$ cat config.mk
export PLATFORM = sky130hd
export DESIGN_NAME = estado_mascota_flat
export DESIGN_NICKNAME = d
export VERILOG_FILES = /design/src/rtl/estado_mascota_if.sv /design/src/rtl/estado_mascota.sv /design/src/flat_wrapper.sv
export SDC_FILE = /design/constraint.sdc
export NUM_CORES = 1
export LEC_CHECK = 0
export CORE_MARGIN = 3
export CORE_UTILIZATION = 45
export CTS_CLUSTER_DIAMETER = 50
export DETAILED_ROUTE_END_ITERATION = 16
export DONT_BUFFER_PORTS = 1
export PLACE_DENSITY = 0.62
export SYNTH_ARGS = -nofsm -noshare
export SYNTH_HDL_FRONTEND = slang
export SYNTH_SLANG_ARGS = --single-unit
$ cat constraint.sdc
create_clock -name clk -period 3.8 [get_ports clk]
set_input_delay 0 -clock clk [delete_from_list [all_inputs] [get_ports clk]]
set_output_delay 0 -clock clk [all_outputs]
set_load 0.02 [all_outputs]
$ cat src/rtl/estado_mascota_if.sv
// Pet-state bus: need levels and action indicators in, display state and status out.
interface estado_mascota_if;
    logic       test;
    logic [1:0] Nivel_Animo;
    logic [1:0] Nivel_Energia;
    logic [1:0] Nivel_Descanso;
    logic [1:0] Nivel_Medicina;
    logic       senal_5segEnergia;
    logic       senal_5segMedicina;
    logic [2:0] estado;
    logic       alarma;
    logic       muerto;
    logic       modo_test;
    logic [7:0] edad;
    logic       tick_seg;

    modport master (
        output test, Nivel_Animo, Nivel_Energia, Nivel_Descanso, Nivel_Medicina,
               senal_5segEnergia, senal_5segMedicina,
        input  estado, alarma, muerto, modo_test, edad, tick_seg
    );

    modport slave (
        input  test, Nivel_Animo, Nivel_Energia, Nivel_Descanso, Nivel_Medicina,
               senal_5segEnergia, senal_5segMedicina,
        output estado, alarma, muerto, modo_test, edad, tick_seg
    );
endinterface

$ cat src/rtl/estado_mascota.sv
// Pet global state: seconds prescaler with test acceleration, action animations,
// critical-need death timer, age counter and prioritised display state.
//
// state      | meaning
// NORMAL     | all needs satisfied
// TRISTE     | Animo critical
// HAMBRIENTO | Energia critical
// CANSADO    | Descanso critical
// ENFERMO    | Medicina critical
// COMIENDO   | feeding animation running
// CURANDO    | medicine animation running
// MUERTO     | pet dead, frozen until reset
module estado_mascota #(
    parameter int TICKS_SEG = 50_000_000,
    parameter int TEST_DIV  = 10,
    parameter int T_MUERTE  = 30,
    parameter int T_ANIM    = 3
) (
    input  logic             clk,
    input  logic             reset,
    estado_mascota_if.slave  bus
);

    typedef enum logic [2:0] {
        NORMAL     = 3'd0,
        TRISTE     = 3'd1,
        HAMBRIENTO = 3'd2,
        CANSADO    = 3'd3,
        ENFERMO    = 3'd4,
        COMIENDO   = 3'd5,
        CURANDO    = 3'd6,
        MUERTO     = 3'd7
    } state_t;

    localparam int              CW        = $clog2(TICKS_SEG + 1);
    localparam logic [CW-1:0]   LAST_NORM = CW'(TICKS_SEG - 1);
    localparam logic [CW-1:0]   LAST_TEST = CW'(TICKS_SEG / TEST_DIV - 1);
    localparam logic [3:0]      ANIM_LOAD = 4'(T_ANIM);
    localparam logic [7:0]      MUERTE_CNT = 8'(T_MUERTE);

    logic [CW-1:0] pre_cnt;
    logic          modo_q;
    logic          tick;

    logic          e_prev;
    logic          m_prev;
    logic          rise_e;
    logic          rise_m;
    logic [3:0]    anim_cnt;
    state_t        anim_tipo;

    logic          crit;
    logic [7:0]    crit_cnt;
    logic          muerto_q;
    logic          alarma_q;
    logic [7:0]    edad_q;
    state_t        estado_q;
    state_t        estado_d;

    // A test pulse restarts the second, so it also suppresses a coincident tick.
    assign tick   = (pre_cnt == (modo_q ? LAST_TEST : LAST_NORM)) && !bus.test;
    assign rise_e = bus.senal_5segEnergia && !e_prev;
    assign rise_m = bus.senal_5segMedicina && !m_prev;
    assign crit   = (bus.Nivel_Animo == 2'd0) || (bus.Nivel_Energia == 2'd0) ||
                    (bus.Nivel_Descanso == 2'd0) || (bus.Nivel_Medicina == 2'd0);

    always_ff @(posedge clk or negedge reset) begin
        if (!reset) begin
            pre_cnt <= '0;
            modo_q  <= 1'b0;
        end else if (bus.test) begin
            modo_q  <= ~modo_q;
            pre_cnt <= '0;
        end else if (tick) begin
            pre_cnt <= '0;
        end else begin
            pre_cnt <= pre_cnt + 1'b1;
        end
    end

    always_ff @(posedge clk or negedge reset) begin
        if (!reset) begin
            e_prev    <= 1'b0;
            m_prev    <= 1'b0;
            anim_cnt  <= '0;
            anim_tipo <= COMIENDO;
        end else begin
            e_prev <= bus.senal_5segEnergia;
            m_prev <= bus.senal_5segMedicina;
            if (rise_m) begin
                anim_cnt  <= ANIM_LOAD;
                anim_tipo <= CURANDO;
            end else if (rise_e) begin
                anim_cnt  <= ANIM_LOAD;
                anim_tipo <= COMIENDO;
            end else if (tick && anim_cnt != 4'd0) begin
                anim_cnt <= anim_cnt - 4'd1;
            end
        end
    end

    always_comb begin
        estado_d = NORMAL;
        if (muerto_q)                          estado_d = MUERTO;
        else if (anim_cnt != 4'd0)             estado_d = anim_tipo;
        else if (bus.Nivel_Medicina == 2'd0)   estado_d = ENFERMO;
        else if (bus.Nivel_Energia == 2'd0)    estado_d = HAMBRIENTO;
        else if (bus.Nivel_Descanso == 2'd0)   estado_d = CANSADO;
        else if (bus.Nivel_Animo == 2'd0)      estado_d = TRISTE;
    end

    always_ff @(posedge clk or negedge reset) begin
        if (!reset) begin
            crit_cnt <= '0;
            muerto_q <= 1'b0;
            alarma_q <= 1'b0;
            edad_q   <= '0;
            estado_q <= NORMAL;
        end else begin
            if (!crit)
                crit_cnt <= '0;
            else if (tick && crit_cnt != 8'hFF)
                crit_cnt <= crit_cnt + 8'd1;
            if (crit_cnt == MUERTE_CNT)
                muerto_q <= 1'b1;
            if (tick && !muerto_q && edad_q != 8'hFF)
                edad_q <= edad_q + 8'd1;
            alarma_q <= crit && !muerto_q;
            estado_q <= estado_d;
        end
    end

    assign bus.estado    = estado_q;
    assign bus.alarma    = alarma_q;
    assign bus.muerto    = muerto_q;
    assign bus.modo_test = modo_q;
    assign bus.edad      = edad_q;
    assign bus.tick_seg  = tick;

endmodule

$ cat src/flat_wrapper.sv
// flat-port wrapper written by rule: the top's interface ports become plain ports
module estado_mascota_flat 
#(
    parameter int TICKS_SEG = 50_000_000,
    parameter int TEST_DIV  = 10,
    parameter int T_MUERTE  = 30,
    parameter int T_ANIM    = 3
)
  (clk, reset, bus_test, bus_Nivel_Animo, bus_Nivel_Energia, bus_Nivel_Descanso, bus_Nivel_Medicina, bus_senal_5segEnergia, bus_senal_5segMedicina, bus_estado, bus_alarma, bus_muerto, bus_modo_test, bus_edad, bus_tick_seg);
  estado_mascota_if bus_i ();
  input  logic clk;
  input  logic reset;
  input wire logic [$bits(bus_i.test)-1:0] bus_test;
  input wire logic [$bits(bus_i.Nivel_Animo)-1:0] bus_Nivel_Animo;
  input wire logic [$bits(bus_i.Nivel_Energia)-1:0] bus_Nivel_Energia;
  input wire logic [$bits(bus_i.Nivel_Descanso)-1:0] bus_Nivel_Descanso;
  input wire logic [$bits(bus_i.Nivel_Medicina)-1:0] bus_Nivel_Medicina;
  input wire logic [$bits(bus_i.senal_5segEnergia)-1:0] bus_senal_5segEnergia;
  input wire logic [$bits(bus_i.senal_5segMedicina)-1:0] bus_senal_5segMedicina;
  output wire logic [$bits(bus_i.estado)-1:0] bus_estado;
  output wire logic [$bits(bus_i.alarma)-1:0] bus_alarma;
  output wire logic [$bits(bus_i.muerto)-1:0] bus_muerto;
  output wire logic [$bits(bus_i.modo_test)-1:0] bus_modo_test;
  output wire logic [$bits(bus_i.edad)-1:0] bus_edad;
  output wire logic [$bits(bus_i.tick_seg)-1:0] bus_tick_seg;
  assign bus_i.test = bus_test;
  assign bus_i.Nivel_Animo = bus_Nivel_Animo;
  assign bus_i.Nivel_Energia = bus_Nivel_Energia;
  assign bus_i.Nivel_Descanso = bus_Nivel_Descanso;
  assign bus_i.Nivel_Medicina = bus_Nivel_Medicina;
  assign bus_i.senal_5segEnergia = bus_senal_5segEnergia;
  assign bus_i.senal_5segMedicina = bus_senal_5segMedicina;
  assign bus_estado = bus_i.estado;
  assign bus_alarma = bus_i.alarma;
  assign bus_muerto = bus_i.muerto;
  assign bus_modo_test = bus_i.modo_test;
  assign bus_edad = bus_i.edad;
  assign bus_tick_seg = bus_i.tick_seg;
  estado_mascota #(.TICKS_SEG(TICKS_SEG), .TEST_DIV(TEST_DIV), .T_MUERTE(T_MUERTE), .T_ANIM(T_ANIM)) u_core (.clk(clk), .reset(reset), .bus(bus_i));
endmodule
[Word level (Yosys, flattened, before mapping)]
Index checks and enable logic that the tools add are counted.
Cells by class
  reduce and logical (&&, ||, !) cells: 22
  muxes and demuxes: 16
  add/subtract/negate cells: 4
  bitwise operators: 1
  equality and inequality tests: 5
Operators with widths (count)
  26-bit two-way mux: 3
  26-bit by 1-bit adder with 26-bit output, second input constant: 1
  26-bit == test: 1
  3-bit two-way mux: 7
  8-bit by 1-bit adder with 8-bit output, second input constant: 2
  8-bit two-way mux: 2
  8-bit != test, second input constant: 2
  4-bit two-way mux: 3
  8-bit by 5-bit == test with 1-bit output, second input constant: 1
  1-bit logical AND: 8
  2-bit logical NOT: 4
  1-bit logical NOT: 4
  4-bit nonzero test: 1
  4-bit by 1-bit subtractor with 4-bit output, second input constant: 1
  1-bit logical OR: 3
  3-bit nonzero test: 1
  2-bit != test, second input constant: 1
  2-bit nonzero test: 1
  1-bit two-way mux: 1
  1-bit NOT: 1
Word-level totals
  output and inout port bits: 15
  word-level logic and storage cells: 59
  bits of input ports: 13
  bits in registers: 57

[Depth between registers and ports, before layout]
  depth after elaboration: 7
  depth in mapped cells: 8
  gate-level depth less buffers: 7

[Least setup slack after synthesis]
No wires, ideal clock.
  path type: reg2reg
  start: register u_core.pre_cnt[7]
  end: register u_core.edad_q[1] (netlist: u_core.bus.edad[1])
  arrival: 2.562 ns
  buffers on the path: 1
  library setup time: 0.125 ns
  period minus slack after synthesis: 2.687 ns
  slack: 1.113 ns
  stages on the path, launching flop included: 7
  data required time: 3.675 ns
  path through: dfrtp_1 -> or4b_1 -> or4_4 -> or4_1 -> buf_2 -> nor3_1 -> mux2_2
On the way
  cells in the longest elaborated chain, start to end: 4
Ends and longest elaborated chain
  start, declared: line estado_mascota.sv:41  | logic [CW-1:0] pre_cnt;
  start signal, assigned: line estado_mascota.sv:77  | pre_cnt <= pre_cnt + 1'b1;
  26-bit == test: line estado_mascota.sv:61  | assign tick = (pre_cnt == (modo_q ? LAST_TEST : LAST_NORM)) && !bus.test;
  1-bit logical AND: line estado_mascota.sv:61
  1-bit logical AND (2 in a row): line estado_mascota.sv:126  | if (tick && !muerto_q && edad_q != 8'hFF)
  end signal, assigned: line estado_mascota.sv:127  | edad_q <= edad_q + 8'd1;
  end, declared: line estado_mascota.sv:56  | logic [7:0] edad_q;
Every way passes these cells.
A chain may end at the register's enable or synchronous reset.

[Worst setup path in the final report]
Ends and elaborated chain as after synthesis.

==> metrics.log <==
[metrics] count of synthesis-stage warnings from yosys: 0
[metrics] RR Endpoint: u_core.bus.edad[1]
[metrics] Post-DRT Antenna Nets: 0
[metrics] min-delay src: bus_Nivel_Medicina[0]
[metrics] critical path required time: 4.01 ns
[metrics] number of instances in the synthesized netlist: 299
[metrics] most common cell after layout, fill and taps aside: sky130_fd_sc_hd__dfrtp_1
[metrics] total cell area at the placement stage: 0.00296 sq mm
[metrics] Slew Limit Fails: 0
[metrics] antenna violations before repair: 0
[metrics] vias in the first global route: 2129
[metrics] worst min-delay path class: in2reg
[metrics] post-synthesis register bit count: 56
[metrics] cell area after synthesis: 0.00290 sq mm
[metrics] die boundary width: 86.2 um
[metrics] maximum number of pins on one net before global-route repair: 57
[metrics] startpoint type of the worst setup path: flop
[metrics] transition time at the pin with the least slew margin: 0.561 ns
[metrics] global-route usage over all layers: 0.168
[metrics] buffers from clock root to sink, at most: 2
[metrics] part of the power in registers: 0.603
[metrics] unrepaired setup endpoints after global routing: false
[metrics] core region area: 0.00606 sq mm
[metrics] min setup slack post-route: 0.950 ns
[metrics] final period utilization: 0.750
[metrics] GPL Wtd Cong: 0.772
[metrics] count of boundary I/O pins: 28
[metrics] area delta synth->final: 9.90%
[metrics] count of unique library cells instantiated by Yosys: 48
[metrics] P_int: 809 uW
[metrics] commonest non-fill, non-tap cells in the layout: sky130_fd_sc_hd__dfrtp_1 (55), sky130_fd_sc_hd__nor2_1 (38), sky130_fd_sc_hd__nand3_1 (21), sky130_fd_sc_hd__nand2_1 (21), sky130_fd_sc_hd__xor2_1 (20)
[metrics] Final Power: 1.07 mW
[metrics] drt drc: 0
[metrics] syn nets: 317
[metrics] height of the die: 86.2 um
[metrics] Final Critical Period: 2.85 ns
[metrics] clock insertion delay at the later pin of the skew report: 0.31 ns
[metrics] fin nets: 326
[metrics] Initial DRC Count: 80
[metrics] layout cells sized above 1: 0.0615
[metrics] worst rel slew slack: 0.626
[metrics] final setup violation count: 0
[metrics] total power divided by cell area: 337 mW/mm^2
[metrics] pre-CTS setup slack: 0.959 ns
[metrics] Worst Hold Slack: 0.0320 ns
[metrics] number of rows created at floorplan: 28
[metrics] total of max-cap violations: 0
[metrics] critical path arrival: 3.06 ns
[metrics] Primary FF master, synth: sky130_fd_sc_hd__dfrtp_1
[metrics] final standard cell count with taps included and fillers excluded: 384
[metrics] total of fill cells in the finished design: 534
[metrics] dpl cells: 366
[metrics] Worst Clk Skew: 0.00729 ns
[metrics] initial standard-cell utilization of the core: 0.478
[metrics] Avg Synthesized Cell Area: 9.68 sq um
[metrics] I/O Buffers: 0
[metrics] Finished Core Util: 0.525
[metrics] total clock buffers created by CTS: 5
[metrics] length of the first detailed-routing pass in iterations: 4
[metrics] postcts setup bufs: 0
[metrics] endpoint of the worst hold path: u_core.bus.estado[0]
[metrics] timing-limited maximum frequency: 351 MHz
[metrics] net switching fraction of the power: 0.244
[metrics] total negative setup slack: 0 ns
[metrics] final design area excluding fillers: 0.00318 sq mm
[metrics] proportion of power drawn by combinational gates: 0.067
[metrics] Routed WL: 5760 um
[metrics] biggest fanout along the worst timing path: 9
[metrics] count of hold-fix buffers inserted at cts: 10
[metrics] register-to-register setup slack: 0.95 ns
[metrics] Num Clock Sinks: 56
[metrics] Clock Tree Root: sky130_fd_sc_hd__clkbuf_8
[metrics] CTS HTree Levels: 2
[metrics] run status: finished, final reports clean
[metrics] global-route wire length before repair: 10100 um
[metrics] worst r2r path cells: 5
[metrics] worst voltage drop across the vdd grid: 0.333 mV
[metrics] power spent charging and discharging nets: 261 uW
[metrics] Die Outline Area: 0.00743 sq mm
[metrics] Leak Pwr: 1.37 nW
[metrics] part of the power in the clock network: 0.330
[metrics] sequential element share of the synthesized area: 0.484
[metrics] CTS tree: yes
[metrics] post-CTS clock slew at the launch and capture registers of the worst setup and hold paths: 0.10 ns
[metrics] Hold Path Cell Cnt: 2
[metrics] number of flops mapped to enable cells by yosys: 0
[metrics] detailed-route vias per instance: 5.67
[metrics] Crit Reg-Reg Startpoint: u_core.pre_cnt[7]
[metrics] via count: 2176
[metrics] post-DP HPWL: 3880 um
[metrics] overflow left after global routing: 0
[metrics] number of endpoints with negative hold slack in the final report: 0
[metrics] ys async rst share: 1.00
[metrics] critical path class: reg2reg
[metrics] number of gates resized after cts: 0
[metrics] number of diodes: 0
[metrics] detail-routed net length per standard cell: 15.0 um
[metrics] crit path capture type: flop
## cell type report
type                            instances  area [sq um]  share of cell area
Clock buffer                            8           100              0.0315
Sequential cell                        56          1400               0.441
Timing Repair Buffer                   13           140              0.0440
Tap cell                               75          93.8              0.0295
Inverter                               12          45.0              0.0142
Multi-Input combinational cell        220          1400               0.440
## worst max path at each step
stage	start	end	slack [ns]	depth (start not counted)
after CTS	u_core.pre_cnt[7]	u_core.bus.edad[1]	0.95	5
after global routing	u_core.bus.modo_test	u_core.bus.edad[1]	0.77	5
after floorplan	u_core.pre_cnt[7]	u_core.bus.edad[1]	1.11	6
after global placement	u_core.pre_cnt[7]	u_core.bus.edad[1]	1.00	5
final	u_core.pre_cnt[7]	u_core.bus.edad[1]	0.95	5
after detailed placement	u_core.pre_cnt[7]	u_core.bus.edad[1]	0.96	5
## worst max-delay path, stage by stage (launching register included)
cell                      delay [ns]
sky130_fd_sc_hd__dfrtp_1        0.42
sky130_fd_sc_hd__or4b_1         0.52
sky130_fd_sc_hd__or4_4          0.45
sky130_fd_sc_hd__or4_1          0.65
sky130_fd_sc_hd__nor3_1         0.34
sky130_fd_sc_hd__mux2_2         0.37
## sequential cells by signal, summed over array words and instances (netlist names)
register              flops
u_core.bus.muerto         1
u_core.anim_tipo          2
u_core.m_prev             1
u_core.bus.modo_test      1
u_core.pre_cnt           26
u_core.crit_cnt           8
u_core.e_prev             1
u_core.bus.edad           8
u_core.bus.estado         3
u_core.anim_cnt           4
u_core.bus.alarma         1
## cells in the mapped netlist (2+ instances only)
master,instances,share of area
sky130_fd_sc_hd__nor4_1,4,0.0086
sky130_fd_sc_hd__buf_1,2,0.0026
sky130_fd_sc_hd__and3_1,7,0.015
sky130_fd_sc_hd__nand2b_1,5,0.011
sky130_fd_sc_hd__o21ai_0,5,0.0086
sky130_fd_sc_hd__buf_2,5,0.0086
sky130_fd_sc_hd__o22ai_1,2,0.0043
sky130_fd_sc_hd__dfrtp_1,55,0.48
sky130_fd_sc_hd__nand4_1,11,0.024
sky130_fd_sc_hd__xnor2_1,10,0.030
sky130_fd_sc_hd__or3_1,4,0.0086
sky130_fd_sc_hd__clkbuf_1,4,0.0052
sky130_fd_sc_hd__nand3_1,21,0.036
sky130_fd_sc_hd__nor2b_1,3,0.0065
sky130_fd_sc_hd__nand3b_1,3,0.0078
sky130_fd_sc_hd__o21bai_1,2,0.0052
sky130_fd_sc_hd__nor4bb_1,2,0.0069
sky130_fd_sc_hd__and4_1,2,0.0061
sky130_fd_sc_hd__xor2_1,20,0.061
sky130_fd_sc_hd__a21oi_1,7,0.012
sky130_fd_sc_hd__mux2i_1,6,0.021
sky130_fd_sc_hd__nor3b_1,5,0.013
sky130_fd_sc_hd__o31ai_1,4,0.010
sky130_fd_sc_hd__nor2_1,38,0.049
sky130_fd_sc_hd__a31oi_1,2,0.0043
sky130_fd_sc_hd__or4_1,2,0.0052
sky130_fd_sc_hd__ha_1,5,0.022
sky130_fd_sc_hd__inv_1,12,0.016
sky130_fd_sc_hd__o211ai_1,2,0.0052
sky130_fd_sc_hd__nor3_1,10,0.017
sky130_fd_sc_hd__and4b_1,2,0.0069
sky130_fd_sc_hd__nand2_1,21,0.027
## power groups by stage
stage	Clock (mW)	Combinational, mW	Sequential [mW]
2_1_floorplan	0	0.0540	0.642
3_3_place_gp	0	0.0474	0.657
3_5_place_dp	0	0.0473	0.658
4_1_cts	0.370	0.0725	0.646
5_1_grt	0.394	0.0829	0.651
6_report	0.354	0.0715	0.645
## per-layer routing
layer / vias to the layer above / share of wire / track usage
met3: 7 / 0.051 / 0.0352
li1: 1069 / - / -
met1: 1051 / 0.48 / 0.226
met2: 49 / 0.45 / 0.273
met4: 0 / 0.014 / 0.0567
met5: - / 0 / 0
## cell families after synthesis
family | synth area share
simple gates | 0.281
fa+ha+maj | 0.0216
mux | 0.0246
compound gates | 0.0657
xor+xnor | 0.0908
flops | 0.484
buf+inv | 0.0320
Power figures use the tool's default switching activity.
